==> src/rtl/repadd_pkg.sv <==
// ----------------------------------------------------------------------------
// repadd_pkg
//   Shared definitions for the repeated-addition multiplier.
//
//   Contents:
//     STATE_IDLE/RUN/DONE : raw state encodings. They are exposed so that
//                           external checkers can decode the state vector
//                           without importing the enum type.
//     state_e             : controller state enum built on those encodings.
//     umax / umin         : operand ordering helpers. On a tie, umax returns
//                           the first argument and umin the second.
// ----------------------------------------------------------------------------
package repadd_pkg;

  localparam logic [1:0] STATE_IDLE = 2'd0;
  localparam logic [1:0] STATE_RUN  = 2'd1;
  localparam logic [1:0] STATE_DONE = 2'd2;

  typedef enum logic [1:0] {
    IDLE = STATE_IDLE,
    RUN  = STATE_RUN,
    DONE = STATE_DONE
  } state_e;

  // Operand ordering helpers. Each is written for a 32-bit container. The
  // caller truncates the result back to the operand width.
  function automatic logic [31:0] umax(input logic [31:0] x, input logic [31:0] y);
    return (x >= y) ? x : y;
  endfunction

  function automatic logic [31:0] umin(input logic [31:0] x, input logic [31:0] y);
    return (x >= y) ? y : x;
  endfunction

endpackage

==> src/rtl/repadd_cntr.sv <==
// ----------------------------------------------------------------------------
// repadd_cntr
//   Loadable down counter that holds the remaining number of additions.
//
//   Ports:
//     clk, rst_n : clock and asynchronous active-low reset (count clears to 0)
//     ld         : load ld_val. Load has priority over dec.
//     dec        : decrement by one
//     ld_val     : WIDTH-bit load value
//     eq1        : count is exactly 1 (the last addition is in progress)
//     eqz        : count is zero
// ----------------------------------------------------------------------------
module repadd_cntr #(
  parameter int WIDTH = 16
) (
  input  logic             clk,
  input  logic             rst_n,
  input  logic             ld,
  input  logic             dec,
  input  logic [WIDTH-1:0] ld_val,
  output logic             eq1,
  output logic             eqz
);

  logic [WIDTH-1:0] cnt_q;
  logic [WIDTH-1:0] cnt_d;

  always_comb begin
    cnt_d = cnt_q;
    if (ld) begin
      cnt_d = ld_val;
    end else if (dec) begin
      cnt_d = cnt_q - WIDTH'(1);
    end
  end

  always_ff @(posedge clk or negedge rst_n) begin
    if (!rst_n) begin
      cnt_q <= '0;
    end else begin
      cnt_q <= cnt_d;
    end
  end

  assign eq1 = (cnt_q == WIDTH'(1));
  assign eqz = (cnt_q == '0);

endmodule

==> src/rtl/repadd_mul.sv <==
// ----------------------------------------------------------------------------
// repadd_mul
//   Unsigned multiplier that works by repeated addition. The larger operand is
//   added into the product register min(din_a, din_b) times. Keeping the
//   smaller operand as the iteration count keeps latency as low as possible.
//
//   Handshake: a request is taken when start is high at a rising edge while
//   the unit is in IDLE. busy stays high from the following cycle until done
//   has been shown. done is a one-cycle pulse. product and ovf are valid while
//   done is high, and they hold their values until the next accepted start.
//   A start that arrives while busy (RUN or DONE) is ignored.
//
//   Parameters:
//     WIDTH  : operand width (>= 2)
//     PROD_W : product register width, WIDTH..2*WIDTH
//
//   Ports:
//     clk, rst_n   : clock, asynchronous active-low reset
//     start        : request, sampled only in IDLE
//     din_a, din_b : operands, sampled together with an accepted start
//     busy         : high in RUN and DONE
//     done         : one-cycle completion pulse
//     product      : PROD_W-bit result (true product mod 2^PROD_W)
//     ovf          : sticky carry-out of the accumulation, valid with done
// ----------------------------------------------------------------------------
module repadd_mul
  import repadd_pkg::*;
#(
  parameter int WIDTH  = 16,
  parameter int PROD_W = 32
) (
  input  logic              clk,
  input  logic              rst_n,
  input  logic              start,
  input  logic [WIDTH-1:0]  din_a,
  input  logic [WIDTH-1:0]  din_b,
  output logic              busy,
  output logic              done,
  output logic [PROD_W-1:0] product,
  output logic              ovf
);

  state_e            state_q, state_d;
  logic [WIDTH-1:0]  a_q, a_d;
  logic [PROD_W-1:0] product_q, product_d;
  logic              ovf_q, ovf_d;

  // Counter control
  logic              cnt_ld;
  logic              cnt_dec;
  logic [WIDTH-1:0]  cnt_ld_val;
  logic              cnt_eq1;
  logic              cnt_eqz;

  // Operand ordering. On a tie, the addend comes from din_a.
  logic [WIDTH-1:0]  op_max;
  logic [WIDTH-1:0]  op_min;

  // The accumulation adder is one bit wider than the product so that its MSB
  // is the carry that sets ovf.
  logic [PROD_W-1:0] a_ext;
  logic [PROD_W:0]   sum;

  assign op_max = WIDTH'(umax(32'(din_a), 32'(din_b)));
  assign op_min = WIDTH'(umin(32'(din_a), 32'(din_b)));

  assign a_ext  = PROD_W'(a_q);
  assign sum    = {1'b0, product_q} + {1'b0, a_ext};

  repadd_cntr #(
    .WIDTH (WIDTH)
  ) u_cntr (
    .clk    (clk),
    .rst_n  (rst_n),
    .ld     (cnt_ld),
    .dec    (cnt_dec),
    .ld_val (cnt_ld_val),
    .eq1    (cnt_eq1),
    .eqz    (cnt_eqz)
  );

  // Next-state and datapath control
  always_comb begin
    state_d    = state_q;
    a_d        = a_q;
    product_d  = product_q;
    ovf_d      = ovf_q;
    cnt_ld     = 1'b0;
    cnt_dec    = 1'b0;
    cnt_ld_val = op_min;

    case (state_q)
      IDLE: begin
        if (start) begin
          a_d       = op_max;
          product_d = '0;
          ovf_d     = 1'b0;
          cnt_ld    = 1'b1;
          // A zero operand needs no additions. The product is already 0.
          state_d   = (op_min == '0) ? DONE : RUN;
        end
      end

      RUN: begin
        product_d = sum[PROD_W-1:0];
        if (sum[PROD_W]) begin
          ovf_d = 1'b1;
        end
        cnt_dec = 1'b1;
        // The count is loaded nonzero and leaves RUN at 1, so eqz is never
        // expected here. Checking it as well makes a corrupted count fall
        // out of RUN instead of wrapping through 2^WIDTH additions.
        if (cnt_eq1 || cnt_eqz) begin
          state_d = DONE;
        end
      end

      DONE: begin
        state_d = IDLE;
      end

      default: begin
        state_d = IDLE;
      end
    endcase
  end

  always_ff @(posedge clk or negedge rst_n) begin
    if (!rst_n) begin
      state_q   <= IDLE;
      a_q       <= '0;
      product_q <= '0;
      ovf_q     <= 1'b0;
    end else begin
      state_q   <= state_d;
      a_q       <= a_d;
      product_q <= product_d;
      ovf_q     <= ovf_d;
    end
  end

  assign busy    = (state_q == RUN) || (state_q == DONE);
  assign done    = (state_q == DONE);
  assign product = product_q;
  assign ovf     = ovf_q;

endmodule
==> config.mk <==
export PLATFORM = sky130hd
export DESIGN_NAME = repadd_mul
export DESIGN_NICKNAME = d
export VERILOG_FILES = /design/src/rtl/repadd_pkg.sv /design/src/rtl/repadd_cntr.sv /design/src/rtl/repadd_mul.sv
export SDC_FILE = /design/constraint.sdc
export NUM_CORES = 1
export LEC_CHECK = 0
export ABC_AREA = 1
export BUFFER_PORTS_ARGS = -buffer_cell sky130_fd_sc_hd__clkbuf_2
export CORE_MARGIN = 2
export CORE_UTILIZATION = 45
export CTS_CLUSTER_SIZE = 14
export DETAILED_ROUTE_END_ITERATION = 10
export MAX_ROUTING_LAYER = met4
export PLACE_DENSITY = 0.74
export SETUP_SLACK_MARGIN = 0.2
export SYNTH_ARGS = -nofsm -noshare
export SYNTH_HDL_FRONTEND = slang
export SYNTH_SLANG_ARGS = --single-unit
==> constraint.sdc <==
create_clock -name clk -period 2.9 [get_ports clk]
set_input_delay 0.29 -clock clk [delete_from_list [all_inputs] [get_ports clk]]
set_output_delay 0.29 -clock clk [all_outputs]
set_load 0.005 [all_outputs]
==> impl_metrics.yaml, run 1 <==
clocking:
  htree_levels: 3
  ctsRootBufferMaster: "clkbuf_8"
  cts_buffers: 9
  insertion_delay_ps: 360
  clk_pin_slew_worst_paths_ps: 80
  post_cts_resized: 0
  postCtsSetupBuffers: 0
  clock-sinks: 67
  cts_tree: "done"
  cts_buffer_depth: 2
  hold_buffers: 0
die:
  num_rows: 37
  die_h_um: 108
  start_util_pct: 46.6
  core_area_um2: 10400
  die-width_um: 108
  dieArea_um2: 11600
  ioPinCount: 70
min_path:
  hold_path_class: "input port to asynchronous set/reset pin"
route:
  wire_per_inst_um: 14.6
  vias: 4901
  wl_mm: 12.9
  drc: 0
  avgViaCountPerCell: 5.52
  drtIter0Drc: 460
  firstDrtPassIters: 5
  ant_nets: 0
global_routing:
  first_global_vias: 4764
  grt_max_degree: 38
  busiest_layer: "met2"
  globalRouteMet2Util_pct: 39.7
  overflow: 0
  antenna_found_initial: 0
  grtUsageMet3_pct: 3.21
  grt_pass1_wl_mm: 22.1
  gr-usage-met1_pct: 31.0
  grt_usage_pct: 24.4
synthesis:
  synthFlopType: "dfrtp_1"
  synth_commonest_cells: "nand2_1, nor2_1, dfrtp_1"
  synth-edff-count: 0
  netlist_top_cells_area: "dfrtp_1, nand2_1, ha_1"
  synth_fp_nets: 747
  yosysTopAreaCell: "dfrtp_1"
  ys_types: 45
  post-synth-top-count-cell: "nand2_1"
  syn_inst: 674
  avgSynthCellArea_um2: 7.16
  async_flop_share_pct: 100
  yosysTopAreaCellShare_pct: 34.7
  ys_seq_area_share_pct: 34.7
  ys_ff_latch: 67
  yosys_warnings: 0
  mappedNetlistArea_um2: 4830
setup_path:
  r2r_cells: 12
  crit_chain: "ha_1 > fa_1 > nand2_1 > nand2_1 > o21ai_1 > o21a_1 > o21ai_2 > nand2_1 > nand2_2 > nand2_1 > o21ai_1 > nor3b_1"
  crit_slowest_cell: "dfrtp_1"
  cpPeakStageDelay_ps: 400
  path_buf_inv: 0
  crit_path_end_kind: "register"
  critical_path_class: "register to register"
  r2r-start: "product[0]"
  cp_max_fo: 8
  worstPathRequired_ps: 3110
  startpoint_type: "register"
  cp_common_cell: "nand2_1"
  cp.arrival_ps: 2580
  r2r_end: "product[30]"
  path_delay_family: "simple AND/OR/NAND/NOR gates"
  ff2ff_setup_slack_ps: 530
layout:
  drive_gt1_share_pct: 16.2
  antenna_cells: 0
  areaGrowthSynthToFinish_pct: 14.1
  n_fill_cell: 1037
  final_cell_area_um2: 5510
  fin_nets: 820
timing:
  max_slew_margin_pct: 44.8
  period_needed_ps: 2370
  fmax_ghz: 0.422
  tightest_slew_ps: 828
  fin_skew_ps: 9.79
  rsz0062_at_grt: "false"
  fin_crit_sh_pct: 81.8
  final-setup-viol-count: 0
  final-hold-violation-count: 0
  final.setup.tns_ps: 0
  maxSlewViolCount: 0
power:
  p_int_mw: 2.45
  pwr-share-comb_pct: 51.0
  cellLeakagePower_nw: 2.82
  pwr-share-clk_pct: 15.1
  p_sw_mw: 2.21
  powerDensity_nw_per_um2: 846
  ir_drop_mv: 0.281
  seqPwrFrac_pct: 33.9
  sw_frac_of_total_pct: 47.4
place:
  hpwl_mm: 9.82
  place_congestion: 0.880
  place_area_um2: 5340
  portBuffers: 69
status:
  status: "completed"
job:
  cap_viol_max_count: 0
power by group through the flow:
stage          clock [mW]  combinational, mW  sequential (mW)
2_1_floorplan           0               1.73             1.49
3_3_place_gp            0               2.27             1.57
3_5_place_dp            0               2.34             1.59
4_1_cts             0.718               2.36             1.57
5_1_grt             0.756               2.72             1.62
6_report            0.704               2.38             1.58
final cells by class:
class	count	area, µm²	area share, %
flip-flops and latches	67	1680	30.4
clock inverters	4	26.3	0.477
inverters	68	255	4.63
repair buffers	80	428	7.77
multi-input cells	521	2810	51.0
clock buffers	12	145	2.63
well taps	136	170	3.09
worst max path at each step:
stage	from	endpoint	depth (start not counted)
5_1_grt	product[0]	product[30]	12
3_5_place_dp	din_b[7]	state_q[0]	19
2_1_floorplan	product[0]	product[30]	12
6_report	product[0]	product[30]	12
3_3_place_gp	din_b[7]	state_q[0]	19
4_1_cts	product[0]	product[30]	12
worst reg2reg max path: cells and delay by family (launching register included):
kind	cells	cell delay (ps)
AOI/OAI and AO/OA	4	530
adders and majority gates	2	630
and+or+nand+nor	6	650
DFF	1	400
registers in the layout, indices dropped and copies added, names as in the netlist:
name,cells
ovf,1
product,32
u_cntr.cnt_q,16
state_q,2
a_q,16
per-stage QoR:
stage	instances	power [mW]	hold WS (ps)	util [%]	worst slack [ps]
after floorplan	674	3.22	-5.59	-	840
after global placement	872	3.84	432	51.5	599
after detailed placement	872	3.92	432	51.5	520
after CTS	888	4.65	46.0	53.1	546
after global routing	888	5.10	87.5	53.1	311
final	888	4.66	28.9	53.1	529
per-layer routing:
| metal | vias to the layer above | routed length [µm] |
|---|---|---|
| met2 | 187 | 6180 |
| met1 | 2303 | 5830 |
| met4 | 0 | 269 |
| li1 | 2387 | - |
| met3 | 24 | 667 |
| met5 | - | 0 |
placed cells by master (no fill, tap or decap), drive strengths merged:
cell and instances:
o31ai 4, o21ai 66, a32oi 1, a31oi 2, dfrtp 67, buf 12, a221oi 1, o211ai 5
nand3 34, nor2 73, or2 4, ha 37, clkinvlp 1, fa 1, o21a 3, a32o 1
inv 68, o22ai 1, nor4 6, nand2 190, xor2 12, nor3 18, nor3b 1, a21oi 43
a22o 2, nand3b 2, clkbuf 80, xnor2 2, a21o 1, o311ai 2, nand4 9, clkinv 3
cells by family (layout without fill, tap and decap cells):
| logic type | Yosys count | in the layout | synth area share (%) |
|---|---|---|---|
| AO/OA/AOI/OAI | 132 | 132 | 15.8 |
| XOR/XNOR | 14 | 14 | 2.54 |
| adder cells (fa/ha/maj) | 38 | 38 | 10.0 |
| buffers and inverters | 86 | 164 | 7.10 |
| flip-flops | 67 | 67 | 34.7 |
| AND/OR/NAND/NOR | 337 | 337 | 29.9 |
Note: power is estimated with default switching activity, not from simulation.
==> run 2, diff against run 1 <==
Clock period 2.9 ns to 2.35 ns, I/O delays scaled along.
==> impl_metrics.yaml, run 2 (synthesized netlist as in run 1, its figures left out) <==
setup_path:
  cp.arrival_ps: 2370
  path_buf_inv: 0
  r2r_cells: 13
  startpoint_type: "register"
  cp_common_cell: "nand2_2"
  crit_chain: "ha_4 > fa_2 > nand2_2 > nand2_2 > o21ai_2 > o21a_1 > o21ai_2 > nand2_2 > nand2_4 > nand2_4 > nor2_4 > o21ai_1 > a21oi_1"
  path_delay_family: "adder cells"
  worstPathRequired_ps: 2590
  cpPeakStageDelay_ps: 420
  critical_path_class: "register to register"
  crit_slowest_cell: "dfrtp_1"
  crit_cells: 13
  crit_path_end_kind: "register"
  cp_max_fo: 8
timing:
  final.setup.tns_ps: 0
  final-setup-viol-count: 0
  final-hold-violation-count: 0
  maxSlewViolCount: 0
  rsz0062_at_grt: "true"
  fin_skew_ps: 15.0
  fin_crit_sh_pct: 90.8
  period_needed_ps: 2130
  tightest_slew_ps: 663
  fmax_ghz: 0.469
  max_slew_margin_pct: 55.8
layout:
  final_cell_area_um2: 5840
  layout_common_cells: "nand2_1, nor2_1, clkbuf_2"
  postLayoutCoreUtil_pct: 56.3
  antenna_cells: 0
  areaGrowthSynthToFinish_pct: 21.0
  layout_commonest_cell: "nand2_1"
  multi_input_area_um2: 3030
  n_fill_cell: 970
  largest_reg_flops: 32
  final-seq-area_um2: 1680
  fin_nets: 829
  drive_gt1_share_pct: 21.2
global_routing:
  grt_pass1_wl_mm: 21.3
  overflow: 0
  grt_usage_pct: 23.7
  grt_max_degree: 41
  first_global_vias: 4631
  antenna_found_initial: 0
route:
  vias: 4920
  wl_mm: 13.2
  drtIter0Drc: 290
  drc: 0
  ant_nets: 0
  avgViaCountPerCell: 5.48
  firstDrtPassIters: 5
  wire_per_inst_um: 14.7
power:
  sw_frac_of_total_pct: 46.4
  ir_drop_mv: 0.431
  p_sw_mw: 2.96
  pwr-share-comb_pct: 52.8
  pwr-share-clk_pct: 15.6
  powerDensity_nw_per_um2: 1090
  p_int_mw: 3.42
  cellLeakagePower_nw: 2.90
  seqPwrFrac_pct: 31.6
die:
  num_rows: 37
  ioPinCount: 70
  core_area_um2: 10400
  dieArea_um2: 11600
  die_h_um: 108
  die-width_um: 108
  start_util_pct: 46.6
min_path:
  hold_path_class: "input port to register"
  hold_depth: 3
place:
  hpwl_mm: 9.85
  place_congestion: 0.943
  place_area_um2: 5370
  portBuffers: 69
job:
  cap_viol_max_count: 0
status:
  status: "completed"
clocking:
  cts_tree: "done"
  ctsRootBufferMaster: "clkbuf_8"
  insertion_delay_ps: 350
  cts_buffers: 9
  cts_buffer_depth: 2
  clk_pin_slew_worst_paths_ps: 80
  clock-sinks: 67
  htree_levels: 3
## run 2: cell count changes in the layout (fill, tap and decap cells not counted), sizes merged
cell and change:
buf +8, bufinv +1, clkbuf -2, clkinv +1
dlygate4sd3 +1
## run 2: metrics by stage
stage               instances  setup slack [ps]  power, mW  hold slack (ps)
global route              897              77.9       6.89              195
floorplan                 674               290       3.98            -60.6
CTS                       892               214       5.93              187
finish                    897               217       6.39              191
detailed placement        875              30.5       4.85              304
global placement          875               112       4.76              304
## run 2: worst min-delay path, cell delays in order
cell,delay [ps]
clkbuf_2,110
nor2_1,100
o21ai_1,70
## run 2: cell type report
cell class	count	area share [%]
clock buffer	10	2.36
clock inverter	6	1.11
inverter	68	4.37
multi-input combinational	521	51.8
sequential	67	28.7
tap	136	2.91
timing repair buffer	89	8.74
## run 2: path summary, 6_finish.rpt
| check | slack (ps) | from | end |
|---|---|---|---|
| min in group asynchronous | 460 | rst_n | product[7] |
| worst min register to register | 540 | product[14] | product[14] |
| worst max register to register | 220 | a_q[0] | product[28] |
| max in group asynchronous | 1220 | rst_n | u_cntr.cnt_q[0] |
| worst max-delay path | 220 | a_q[0] | product[28] |
| worst min-delay path | 190 | din_b[14] | a_q[14] |
## run 2: timing repair
item | CTS | global route
endpoints found under the setup margin | 14 | 17
endpoints found under the hold margin | 27 | 0
gates resized for setup | 10 | 34
pin swaps | 1 | 13
gates cloned | 0 | 0
setup buffers | 0 | 5
hold buffers | 1 | 0
## run 2: routing by layer
| metal | vias to the layer above | wire length [µm] | GRT usage, % |
|---|---|---|---|
| met4 | 0 | 398 | 9.25 |
| met5 | - | 0 | - |
| li1 | 2411 | - | - |
| met2 | 184 | 6160 | 38.1 |
| met1 | 2285 | 5870 | 30.6 |
| met3 | 40 | 750 | 3.03 |
## run 2: power groups by stage
stage	sequential [mW]	combinational (mW)	clock (mW)
final	2.02	3.37	0.997
after floorplan	1.84	2.13	0
after detailed placement	1.96	2.90	0
after global routing	2.06	3.77	1.06
after global placement	1.94	2.82	0
after CTS	1.94	2.99	1.00
